--- src/rtl/pipe_hazard_ctrl.sv ---
// Hazard and stall controller for a 5-stage pipeline: derives per-register
// enable/flush, PC enable and data-memory enable, plus halt and stall statistics.
module pipe_hazard_ctrl #(
    parameter int DATA_W = 16
) (
    input  logic              CLK,
    input  logic              nRST,
    input  logic              ihit,
    input  logic              dhit,
    input  logic              mem_dREN,
    input  logic              mem_dWEN,
    input  logic              idex_dREN,
    input  logic [4:0]        idex_rt,
    input  logic [4:0]        ifid_rs,
    input  logic [4:0]        ifid_rt,
    input  logic              ifid_uses_rt,
    input  logic              branch_taken,
    input  logic              jmp_id,
    input  logic              wb_halt,
    output logic              en_ifid,
    output logic              fl_ifid,
    output logic              en_idex,
    output logic              fl_idex,
    output logic              en_exmem,
    output logic              fl_exmem,
    output logic              en_memwb,
    output logic              fl_memwb,
    output logic              pc_en,
    output logic              dmem_en,
    output logic              halt,
    output logic [DATA_W-1:0] stall_cnt,
    output logic [DATA_W-1:0] lu_cnt
);

    typedef enum logic [1:0] {
        RUN   = 2'd0,
        DWAIT = 2'd1,
        HALT  = 2'd2
    } state_t;

    state_t            r_state;
    state_t            w_state_nxt;
    logic [DATA_W-1:0] r_stall_cnt;
    logic [DATA_W-1:0] r_lu_cnt;

    logic w_halt_now;
    logic w_dmem_en;
    logic w_memreq;
    logic w_adv;
    logic w_lu;
    logic w_lu_apply;
    logic w_stall_inc;

    function automatic logic [DATA_W-1:0] sat_inc(input logic [DATA_W-1:0] v);
        return (v == {DATA_W{1'b1}}) ? v : v + 1'b1;
    endfunction

    // Hazard detection: everything here is same-cycle combinational.
    assign w_halt_now  = (r_state == HALT) | wb_halt;
    assign w_dmem_en   = ~w_halt_now;
    assign w_memreq    = (mem_dREN | mem_dWEN) & w_dmem_en;
    assign w_adv       = ~w_memreq | dhit;
    assign w_lu        = idex_dREN & (idex_rt != 5'd0) &
                         ((idex_rt == ifid_rs) | (ifid_uses_rt & (idex_rt == ifid_rt)));
    assign w_lu_apply  = ~w_halt_now & w_adv & ~branch_taken & w_lu;
    assign w_stall_inc = w_memreq & ~dhit & (r_state != HALT);

    always_comb begin
        w_state_nxt = r_state;
        if (wb_halt) begin
            w_state_nxt = HALT;
        end else begin
            case (r_state)
                RUN:     if (w_memreq && !dhit) w_state_nxt = DWAIT;
                DWAIT:   if (dhit) w_state_nxt = RUN;
                HALT:    w_state_nxt = HALT;
                default: w_state_nxt = RUN;
            endcase
        end
    end

    always_ff @(posedge CLK or negedge nRST) begin
        if (!nRST) begin
            r_state     <= RUN;
            r_stall_cnt <= '0;
            r_lu_cnt    <= '0;
        end else begin
            r_state <= w_state_nxt;
            if (w_stall_inc) r_stall_cnt <= sat_inc(r_stall_cnt);
            if (w_lu_apply)  r_lu_cnt    <= sat_inc(r_lu_cnt);
        end
    end

    // Highest-priority condition wins; halt and data stall freeze everything.
    always_comb begin
        en_ifid  = 1'b0;
        fl_ifid  = 1'b0;
        en_idex  = 1'b0;
        fl_idex  = 1'b0;
        en_exmem = 1'b0;
        fl_exmem = 1'b0;
        en_memwb = 1'b0;
        fl_memwb = 1'b0;
        pc_en    = 1'b0;
        dmem_en  = w_dmem_en;
        if (w_halt_now || !w_adv) begin
            pc_en = 1'b0;
        end else if (branch_taken) begin
            en_ifid  = 1'b1;
            en_idex  = 1'b1;
            en_exmem = 1'b1;
            en_memwb = 1'b1;
            fl_ifid  = 1'b1;
            fl_idex  = 1'b1;
            fl_exmem = 1'b1;
            pc_en    = 1'b1;
        end else if (w_lu) begin
            // Hold IF/ID and PC, inject a bubble into ID/EX.
            en_idex  = 1'b1;
            fl_idex  = 1'b1;
            en_exmem = 1'b1;
            en_memwb = 1'b1;
        end else if (jmp_id) begin
            en_ifid  = 1'b1;
            en_idex  = 1'b1;
            en_exmem = 1'b1;
            en_memwb = 1'b1;
            fl_ifid  = 1'b1;
            pc_en    = 1'b1;
        end else if (!ihit) begin
            en_ifid  = 1'b1;
            en_idex  = 1'b1;
            en_exmem = 1'b1;
            en_memwb = 1'b1;
            fl_ifid  = 1'b1;
        end else begin
            en_ifid  = 1'b1;
            en_idex  = 1'b1;
            en_exmem = 1'b1;
            en_memwb = 1'b1;
            pc_en    = 1'b1;
        end
    end

    assign halt      = (r_state == HALT);
    assign stall_cnt = r_stall_cnt;
    assign lu_cnt    = r_lu_cnt;

endmodule

--- config.mk ---
export PLATFORM = sky130hd
export DESIGN_NAME = pipe_hazard_ctrl
export DESIGN_NICKNAME = d
export VERILOG_FILES = /design/src/rtl/pipe_hazard_ctrl.sv
export SDC_FILE = /design/constraint.sdc
export NUM_CORES = 1
export LEC_CHECK = 0
export BUFFER_PORTS_ARGS = -buffer_cell sky130_fd_sc_hd__buf_2
export CAP_MARGIN = 30
export CELL_PAD_IN_SITES_DETAIL_PLACEMENT = 0
export CELL_PAD_IN_SITES_GLOBAL_PLACEMENT = 1
export CORE_UTILIZATION = 36
export DETAILED_ROUTE_END_ITERATION = 10
export PLACE_DENSITY_LB_ADDON = 0.1
export SLEW_MARGIN = 20
export SYNTH_ARGS = -nofsm -noshare
export SYNTH_HDL_FRONTEND = slang
export SYNTH_SLANG_ARGS = --single-unit
export TNS_END_PERCENT = 30
--- constraint.sdc ---
create_clock -name CLK -period 2.2 [get_ports CLK]
set_input_delay 0.33 -clock CLK [delete_from_list [all_inputs] [get_ports CLK]]
set_output_delay 0.33 -clock CLK [all_outputs]
set_load 0.02 [all_outputs]
# Yosys cells after proc, flatten, opt, wreduce, memory -nomap -nowiden
# Index checks and enable logic that the tools add are counted.
dict set report word_totals {
  ff_bits 34
  inputBits 26
  out_inout_bits 43
  word_cells 65
}
dict set report op_classes {
  addsub 2
  n_eq_ne 9
  muxes 23
  bitwise 19
  n_reduce_logical 9
}
# cell count
set ops {}
lappend ops {{$add 16x1->16 const B} 2}
lappend ops {{$eq 16x16->1 const B} 2}
lappend ops {{$mux 1} 19}
lappend ops {{$eq 5x5->1} 2}
lappend ops {{$and 1x1->1} 9}
lappend ops {{$mux 2} 3}
lappend ops {{$ne 3x3->1 const B} 2}
lappend ops {{$not 1->1} 6}
lappend ops {{$pmux 2 s3} 1}
lappend ops {{$reduce_and 2->1} 3}
lappend ops {{$reduce_bool 5->1} 1}
lappend ops {{$or 1x1->1} 4}
lappend ops {{$eq 2x1->1 const B} 1}
lappend ops {{$eq 2x2->1 const B} 1}
lappend ops {{$logic_not 1->1} 2}
lappend ops {{$logic_not 2->1} 1}
lappend ops {{$ne 2x2->1 const B} 1}
lappend ops {{$logic_and 1x1->1} 1}
lappend ops {{$logic_or 1x1->1} 1}

# Longest topological paths before layout
# Gate-level depths: netlist of the first run.
dict set report depth {
  word_depth 10
  ltp_mapped 8
  mapped_depth_nobuf 7
}

# Worst setup path before layout of the first run
# No wires, ideal clock.
dict set report synth_timing {
  path_kind {register to register}
  startpoint {register r_state[1]}
  endpoint {register r_lu_cnt[12], in the netlist lu_cnt[12]}
  setup_time_ns 0.131
  arrival_time_ns 1.946
  path_slack_ns 0.123
  path_stages_with_launch 8
  path_cell_list {dfrtp_1 nor2b_4 nor3_4 or4b_4 nor2_4 buf_6 nand3_1 xnor2_1}
}
dict set report synth_via {
  elab_chain_cells 10
}
# item line_no
set synth_rtl {}
lappend synth_rtl {{start: declaration} 41} ;# state_t r_state;
lappend synth_rtl {{start signal: assignment} 88} ;# r_state <= w_state_nxt;
lappend synth_rtl {{$eq 2x2->1 (*)} n/a}
lappend synth_rtl {{net halt} 30} ;# output logic halt,
lappend synth_rtl {{$or 1x1->1 (*)} 59} ;# assign w_halt_now = (r_state == HALT) | wb_halt;
lappend synth_rtl {{$not 1->1 (*)} {60, 65}}
lappend synth_rtl {{$and 1x1->1} 61} ;# assign w_memreq = (mem_dREN | mem_dWEN) & w_dmem_en;
lappend synth_rtl {{$not 1->1} 62} ;# assign w_adv = ~w_memreq | dhit;
lappend synth_rtl {{$or 1x1->1} 62}
lappend synth_rtl {{$and 1x1->1 (*) (3 in a row)} 65} ;# assign w_lu_apply = ~w_halt_now & w_adv & ~branch_taken & w_lu;
lappend synth_rtl {{$reduce_and 2->1 (no source line) (*)} n/a}
lappend synth_rtl {{end signal: assignment} 90} ;# if (w_lu_apply) r_lu_cnt <= sat_inc(r_lu_cnt);
lappend synth_rtl {{end: declaration} 44} ;# logic [DATA_W-1:0] r_lu_cnt;
# The timed path passes the listed nets; every way through them passes the cells marked *.
# A chain may end at the register's enable or synchronous reset.

# Worst setup path in the final report of the first run
dict set report layout_timing {
  startpoint {register r_lu_cnt[1], in the netlist lu_cnt[1]}
  endpoint {register r_lu_cnt[4], in the netlist lu_cnt[4]}
}
dict set report layout_via {
  elab_chain_cells 3
  elab_cells_between_ends 4
  classes_between {add/sub (1); eq/ne (1); bitwise (1); reduce/logical (1)}
}
# item
set layout_rtl {}
lappend layout_rtl {{parallel branches: the longest is 3 deep, another holds $add 16x1->16}}
# Several ways; the timed one is not identified.

==> results of run 1 <==
power breakdown:
group / internal (mW) / switching [mW] / total [mW]
registers: 0.631 / 0.00747 / 0.638
logic: 0.0399 / 0.0541 / 0.0940
clock network: 0.252 / 0.237 / 0.489
total: 0.922 / 0.299 / 1.22
cell usage after synthesis, drive strengths merged:
cell type  count
a21oi          2
a32oi          1
and2           2
and3           3
and4           2
buf            4
conb           1
dfrtp         34
ha             2
inv            2
mux2           2
nand2         13
nand3         14
nand3b         1
nand4          9
nor2          19
nor2b          1
nor3           7
nor4           3
nor4b          1
o21a           3
o21ai          1
o21ba          1
o31a           1
or4            2
or4b           1
xnor2         21
xor2          19
logic make-up (layout without fill, tap and decap cells):
kind of cell / count (synthesis) / count (layout) / synth area share [%]
fa+ha+maj: 2 / 2 / 1.39
mux: 2 / 2 / 1.25
other cells: 1 / 1 / 0.209
compound gates: 9 / 9 / 3.69
flops: 34 / 34 / 47.3
xor+xnor: 40 / 40 / 19.5
buf+inv: 6 / 85 / 2.30
simple gates: 78 / 78 / 24.4
area by class of cell:
type | instances | area, um^2 | area share [%]
well taps | 67 | 83.8 | 3.57
inverters | 2 | 7.51 | 0.319
multi-input cells | 132 | 906 | 38.5
flip-flops and latches | 34 | 851 | 36.2
repair buffers | 75 | 408 | 17.3
clock buffers | 6 | 82.6 | 3.51
clock inverters | 2 | 12.5 | 0.532
how the worst min path moves through the flow:
stage	end	slack [ns]	cells past startpoint
2_1_floorplan	lu_cnt[0]	0.03	0
3_3_place_gp	r_state[0]	0.43	1
3_5_place_dp	r_state[0]	0.42	1
4_1_cts	stall_cnt[12]	0.14	1
5_1_grt	stall_cnt[14]	0.17	1
6_report	stall_cnt[12]	0.10	1
through the flow:
step	setup slack (ns)	cells	hold WS, ns	cell area [um^2]
after floorplan	0.123	172	0.0344	1800
after global placement	0.178	310	0.433	2260
after detailed placement	0.145	310	0.424	2260
after CTS	0.146	318	0.139	2350
after global routing	0.0420	318	0.173	2350
final	0.163	318	0.104	2350
flip-flops by register name (all words and copies together), names as in the netlist:
register   cells
r_state        2
stall_cnt     16
lu_cnt        16
per-layer routing:
layer	vias up	share of wire, %	global-route usage (%)
met1	685	44	17.2
met5	-	0	0
met2	41	49	26.1
met4	0	1.8	7.84
li1	747	-	-
met3	7	5.0	4.14
repair_timing:
action / in CTS / in global routing
setup endpoints to repair: 0 / 2
gates resized for setup: 0 / 1
hold buffers: 0 / 0
==> metrics, run 1 <==
Via density=~4.7; Pwr Total=1.22 mW; commonest non-fill, non-tap cells in the layout=buf_2, dfrtp_1, xnor2_1, xor2_1, nor2_1; die height=between 70 and 80 um; sequential element share of the synthesized area=47.3%; Worst Path Buf+Inv=1; maximum fanout along the worst path=4; Layout Nets=278; status=complete, no violations; worst min path class=in2async; slowest stage cell, crit path=or4b_4; DP HPWL=2920 um; CP endpoint=lu_cnt[4]; clock sinks=34; Mapped Cells=172; Final min period=2.04 ns; Post-Route WL=3730 um; achievable frequency=between 0.4 and 0.5 GHz; pin count of the biggest net entering global routing=35; FF-to-FF Start=lu_cnt[1]; Slew Viols, Final=0; Clk Tree Root Cell=clkbuf_8; Top delay family on crit path=simple AND/OR/NAND/NOR gates; synthesized area=around 1800 um^2; global-route wire length before repair=~6100 um; post-route setup TNS=0 ns; Final setup violation count=0; drt pass-1 iters=4; unrepaired setup endpoints after global routing=false; Stages on worst setup path=8; CTS tree=yes; Residual DRC=0; fillcell total=487; max cap viols=0; Post-CTS Setup Bufs=0; Fin Clk Skew=0.00588 ns; global-route total usage across every layer=roughly 15%; Synth Net Count=200; Cell variety after synth=33; Vias=1480; warning count from the yosys run=0; Static Leak=1.21 nW; slew margin rel.=approximately 49%; Avg Inst Size Synth=10.5 um^2; global placer's final weighted congestion=0.748; initial core utilization=37.8%; Die Area=about 5300 um^2; Reg clk slew, reported paths=approximately 0.07 ns; startpoint types=flop; WP data required=2.37 ns; num rows=25; Reg2Reg Setup Slack=roughly 0.16 ns; # H-tree levels=2; Wirelength per Cell=11.7 um; Pwr Density=just over 500 nW/um^2; CTS Buffer Depth=2; number of global-route vias before repair=~1400; worst setup path startpoint=lu_cnt[1]; Die W=slightly above 70 um; worst r2r path cells=8; leading area contributor after synthesis=dfrtp_1; final worst path period share=between 90% and 100%; Worst VDD drop=0.271 mV; Num CTS Buffers=5; max incr delay on CP=0.54 ns; post-route ant nets=0; Arr. time, crit path=2.21 ns; initial antenna violation count=0; R2R Path End=lu_cnt[4]; IO Port Bufs=67; Worst-Skew Late Latency=0.29 ns; crit path cell chain=ha_1 > nand3_1 > nor4_1 > or4b_4 > nor2_4 > buf_4 > nand4_1 > xnor2_1; most common cell after layout, fill and taps aside=buf_2; area grow syn2layout=30.8%; endpoints failing hold=0; grt total ovfl=0; layout cells sized above 1=37.1%; crit path kind=reg2reg; core area=about 4800 um^2; n_diodes=0; I/O pin cnt=69; starting DRC count in detailed routing=28; main area contributors after synthesis=dfrtp_1, xnor2_1, xor2_1; Worst Tran Pin Value=0.759 ns; Core Util, Final=49.4%; Crit. End Element=flop; top-area cell type share of the netlist area=between 40% and 50%; synthesis-stage register bit count=34
Power figures use the tool's default switching activity.
==> run 2: changes to the inputs <==
==> constraint.sdc (replaced) <==
create_clock -name CLK -period 2.1 [get_ports CLK]
set_input_delay 0.315 -clock CLK [delete_from_list [all_inputs] [get_ports CLK]]
set_output_delay 0.315 -clock CLK [all_outputs]
set_load 0.02 [all_outputs]
==> run 2 against run 1 <==
Cell area rose by 2.6%. Critical path depth unchanged. Power up 3.6%. Non-clock buffer count grew 4. Utilization rose by 1.3 points. Die area is the same. Largest cell class unchanged.
==> metrics, run 2 (same netlist as run 1, synthesis figures left out) <==
status=complete, no violations (unchanged); Pwr Total=1.27 mW (was 1.22 mW); Slew Viols, Final=0 (unchanged); Layout Nets=282 (was 278); maximum fanout along the worst path=9 (was 4); IO Port Bufs=67 (unchanged); grt total ovfl=0 (unchanged); fillcell total=491 (was 487); CTS tree=yes (unchanged); commonest non-fill, non-tap cells in the layout=buf_2, dfrtp_1, xnor2_1, xor2_1, nor2_1 (unchanged); layout cells sized above 1=40.0% (was 37.1%); worst min path class=in2async (unchanged); startpoint types=flop (unchanged); Residual DRC=0 (unchanged); Vias=1495 (was 1480); Post-Route WL=3810 um (was 3730 um); post-route ant nets=0 (unchanged); Post-Place Cells=313 (was 310); achievable frequency=0.494 GHz (was 0.491 GHz); DP HPWL=2900 um (was 2920 um); die height=72.7 um (unchanged); Die Area=5280 um^2 (unchanged); Final setup violation count=0 (unchanged); Reg clk slew, reported paths=0.07 ns (about the same); Num CTS Buffers=5 (unchanged); Fin Clk Skew=0.00366 ns (was 0.00588 ns); pin count of the biggest net entering global routing=35 (unchanged); I/O pin cnt=69 (unchanged); num rows=25 (unchanged); Cell Count, Final, Fillers Out=322 (was 318); Via density=4.64 (was 4.65); Crit. End Element=flop (unchanged); CTS Buffer Depth=2 (unchanged); starting DRC count in detailed routing=50 (was 28); Pwr Density=524 nW/um^2 (was 519 nW/um^2); Hold Buf Count CTS=0 (unchanged); # H-tree levels=2 (unchanged); endpoints failing hold=0 (unchanged); initial core utilization=37.8% (unchanged); initial antenna violation count=0 (unchanged); WP data required=2.26 ns (was 2.37 ns); Die W=72.7 um (unchanged); global-route wire length before repair=6520 um (was 6060 um); area grow syn2layout=34.2% (was 30.8%); final worst path period share=96.5% (was 92.6%); Worst Tran Pin Value=0.754 ns (was 0.759 ns); drt pass-1 iters=4 (unchanged); core area=4750 um^2 (unchanged); Wirelength per Cell=11.8 um (was 11.7 um); Final min period=2.03 ns (was 2.04 ns); clock sinks=34 (unchanged); most common cell after layout, fill and taps aside=buf_2 (unchanged); n_diodes=0 (unchanged); Clk Tree Root Cell=clkbuf_8 (unchanged); Worst-Skew Late Latency=0.28 ns (was 0.29 ns); Arr. time, crit path=2.19 ns (was 2.21 ns); global placer's final weighted congestion=0.814 (was 0.748); unrepaired setup endpoints after global routing=true (was false); max cap viols=0 (unchanged); Static Leak=1.25 nW (was 1.21 nW); global-route total usage across every layer=16.2% (was 15.2%); crit path kind=reg2reg (unchanged); slew margin rel.=49.7% (was 49.4%); number of global-route vias before repair=1480 (was 1395); Worst VDD drop=0.228 mV (was 0.271 mV)
run 2: path summary, 6_finish.rpt:
kind | start | endpoint | slack [ns] | cells after the start
worst max-delay path | lu_cnt[0] | lu_cnt[10] | 0.07 | 8
worst max register to register | lu_cnt[0] | lu_cnt[10] | 0.07 | 8
worst min register to register | r_state[1] | r_state[0] | 0.44 | 1
worst min-delay path | nRST | stall_cnt[14] | 0.09 | 1
max in group asynchronous | nRST | lu_cnt[1] | 1.51 | 1
min in group CLK | dhit | r_state[0] | 0.22 | 2
run 2: cell type report:
cell class,instances,area (um^2),area share (%)
multi-input combinational,132,937,38.8
sequential,34,851,35.3
timing repair buffer,79,442,18.3
clock buffer,7,86.3,3.58
tap,67,83.8,3.48
inverter,2,7.51,0.311
clock inverter,1,5.00,0.207
run 2: repair_timing:
action                     CTS  global route
setup buffers                0             1
pin swaps                    0             2
gates cloned                 0             0
setup endpoints to repair    1             7
gates resized for setup      1             7
run 2: critical path, stage by stage, from the launching register on:
cell	delay [ns]
dfrtp_1	0.39
ha_2	0.21
nand3_1	0.11
nor4_1	0.07
or4b_4	0.54
nor2_4	0.19
buf_12	0.14
nand4_1	0.11
xnor2_1	0.14
run 2: metrics by stage:
step	utilization (%)	hold slack, ns	area [um^2]	setup slack, ns	TNS (ns)
6_report	50.7	0.0949	2410	0.0742	0
5_1_grt	50.7	0.148	2410	-0.0235	-0.0423
4_1_cts	49.8	0.120	2370	0.0533	0
3_5_place_dp	47.9	0.435	2280	-0.0134	-0.0134
3_3_place_gp	47.9	0.431	2280	0.0109	0
2_1_floorplan	-	0.0194	1800	0.0231	0
run 2: where the power goes:
group          leakage [nW]  internal [mW]  switching (mW)
logic                 0.731         0.0420          0.0592
registers             0.468          0.661         0.00840
clock network        0.0482          0.264           0.230
run 2: per-layer routing:
| layer | vias to the layer above | wire length [um] | track usage [%] |
|---|---|---|---|
| met5 | - | 0 | 0 |
| met4 | 0 | 59 | 7.41 |
| met3 | 6 | 194 | 4.42 |
| met2 | 42 | 1920 | 27.6 |
| met1 | 694 | 1630 | 19.1 |
| li1 | 753 | - | - |
==> run 3: changes to the inputs <==
==> constraint.sdc (replaced) <==
create_clock -name CLK -period 2.1 [get_ports CLK]
set_input_delay 0.63 -clock CLK [delete_from_list [all_inputs] [get_ports CLK]]
set_output_delay 0.63 -clock CLK [all_outputs]
set_load 0.02 [all_outputs]
==> run 3 against run 2 <==
Global-route usage rose by 0.18 points. Cell count increased by 3.7%. Worst hold slack better by 0.27 ns. Flip-flop and latch count unchanged. Via count rose by 3.8%. Utilization is 4.0 points higher. The flow now finishes with violations (negative setup slack). Largest cell class unchanged. Clock skew rose by 0.0055 ns. Wire length is 4.0% higher.
==> metrics, run 3 (same netlist as run 1, synthesis figures left out) <==
status=finished, violations left (was complete, no violations); failing checks=negative setup slack; layout cells sized above 1=44.9% (was 40.0%); Final setup violation count=11 (was 0); Worst-Skew Late Latency=0.29 ns (was 0.28 ns); Residual DRC=0 (unchanged); commonest non-fill, non-tap cells in the layout=buf_2, dfrtp_1, buf_4, xnor2_1, xor2_1 (was buf_2, dfrtp_1, xnor2_1, xor2_1, nor2_1); grt total ovfl=0 (unchanged); post-route ant nets=0 (unchanged); unrepaired setup endpoints after global routing=true (unchanged); Sequential Power Share=47.4% (was 52.9%); Via density=4.65 (was 4.64); Post-DP Area=2380 um^2 (was 2280 um^2); endpoints failing hold=0 (unchanged); switching power=0.308 mW (was 0.298 mW); FF-to-FF Start=lu_cnt[0] (unchanged); Fin Clk Skew=0.00915 ns (was 0.00366 ns); Num CTS Buffers=5 (unchanged); Reg2Reg Setup Slack=0.05 ns (was 0.07 ns); CTS tree=yes (unchanged); Static Leak=1.33 nW (was 1.25 nW); n_diodes=0 (unchanged); Arr. time, crit path=1.89 ns (was 2.19 ns); IO Port Bufs=67 (unchanged); crit path kind=in2out (was reg2reg); Hold Buf Count CTS=0 (unchanged); die height=72.7 um (unchanged); pin count of the biggest net entering global routing=35 (unchanged); I/O pin cnt=69 (unchanged); CTS Buffer Depth=2 (unchanged); Finished Cell Area=2600 um^2 (was 2410 um^2); R2R Path End=lu_cnt[10] (unchanged); Post-Place Cells=325 (was 313); area grow syn2layout=44.7% (was 34.2%); clock sinks=34 (unchanged); CP endpoint=fl_ifid (was lu_cnt[10]); Slew Viols, Final=0 (unchanged); startpoint types=primary input (was flop); initial core utilization=37.8% (unchanged); Die W=72.7 um (unchanged); Die Area=5280 um^2 (unchanged); global placer's final weighted congestion=0.719 (was 0.814); Pwr Density=542 nW/um^2 (was 524 nW/um^2); max cap viols=0 (unchanged); worst min path class=in2async (unchanged); Clk pwr share=43.6% (was 39.1%); P_int=1.10 mW (was 0.967 mW); WP data required=1.47 ns (was 2.26 ns); DP Worst Slack=-0.469 ns (was -0.0134 ns); number of global-route vias before repair=1500 (was 1480); DP HPWL=3040 um (was 2900 um); num rows=25 (unchanged); Sw Ratio=21.8% (was 23.5%); global-route total usage across every layer=16.4% (was 16.2%); Cell Count, Final, Fillers Out=334 (was 322); final worst path period share=120% (was 96.5%); Wirelength per Cell=11.9 um (was 11.8 um); Comb power frac=9.0% (was 8.0%); starting DRC count in detailed routing=29 (was 50); Clk Tree Root Cell=clkbuf_8 (unchanged); maximum fanout along the worst path=3 (was 9); final worst slack=-0.421 ns (was 0.0742 ns); Crit. End Element=output port (was flop); most common cell after layout, fill and taps aside=buf_2 (unchanged); # H-tree levels=2 (unchanged); Vias=1552 (was 1495); Final min period=2.52 ns (was 2.03 ns); initial antenna violation count=0 (unchanged); worst setup path startpoint=idex_rt[2] (was lu_cnt[0]); achievable frequency=0.397 GHz (was 0.494 GHz); Reg clk slew, reported paths=0.07 ns (about the same); Core Util, Final=54.7% (was 50.7%); Post-Route WL=3960 um (was 3810 um); drt pass-1 iters=4 (unchanged); Layout Nets=295 (was 282); Worst VDD drop=0.292 mV (was 0.228 mV); core area=4750 um^2 (unchanged); worst r2r path cells=8 (unchanged); global-route wire length before repair=6640 um (was 6520 um)
## run 3: changes by cell type in the layout (fill, tap and decap cells not counted), moves of 2 or more
cell and delta:
buf_4 +13, nand3_2 +2, o21a_2 +3, buf_6 +6, nand3_1 -2, buf_2 -7, o21a_1 -3
## run 3: area by class of cell
| class | count | area, um^2 |
|---|---|---|
| clock buffer | 6 | 82.6 |
| multi-input combinational | 132 | 961 |
| clock inverter | 1 | 30.0 |
| fill | 462 | 2150 |
| timing repair buffer | 92 | 587 |
| sequential | 34 | 851 |
| tap | 67 | 83.8 |
| inverter | 2 | 7.51 |
## run 3: layer usage
| layer | track usage, % | up-vias | wire length (um) |
|---|---|---|---|
| met5 | 0 | - | 0 |
| met4 | 6.75 | 0 | 40 |
| met3 | 4.56 | 4 | 187 |
| met2 | 28.9 | 44 | 2030 |
| met1 | 18.8 | 727 | 1710 |
| li1 | - | 777 | - |
## run 3: how the worst min path moves through the flow
stage / from / to / cells past startpoint
final: nRST / stall_cnt[8] / 2
after global routing: nRST / stall_cnt[8] / 2
after CTS: nRST / lu_cnt[7] / 2
after detailed placement: r_state[1] / r_state[0] / 1
after global placement: r_state[1] / r_state[0] / 1
after floorplan: nRST / lu_cnt[0] / 0
## run 3: power groups by stage
stage	clock network (mW)	logic, mW	registers [mW]
after floorplan	0	0.0345	0.689
after global placement	0	0.115	0.682
after detailed placement	0	0.116	0.682
after CTS	0.645	0.121	0.669
after global routing	0.666	0.141	0.670
final	0.615	0.127	0.669
## run 3: what timing repair did
item                                    CTS  global route
endpoints found under the setup margin    5            15
gates resized for setup                   9            12
buffers inserted                          1             1
pin swaps                                 8            10
## run 3: per-stage QoR
step                      power, mW  setup TNS [ns]  hold WS, ns
final                          1.41           -1.72        0.365
after global routing           1.48           -3.05        0.389
after CTS                      1.44           -1.69        0.377
after detailed placement      0.798           -4.75        0.427
after global placement        0.797           -4.81        0.431
after floorplan               0.724           -3.58        0.334
## run 3: critical path, stage by stage
cell     delay (ns)
buf_8          0.10
or4_4          0.54
o21ai_4        0.19
nor2_4         0.06
a21oi_1        0.13
o21a_2         0.14
buf_6          0.11
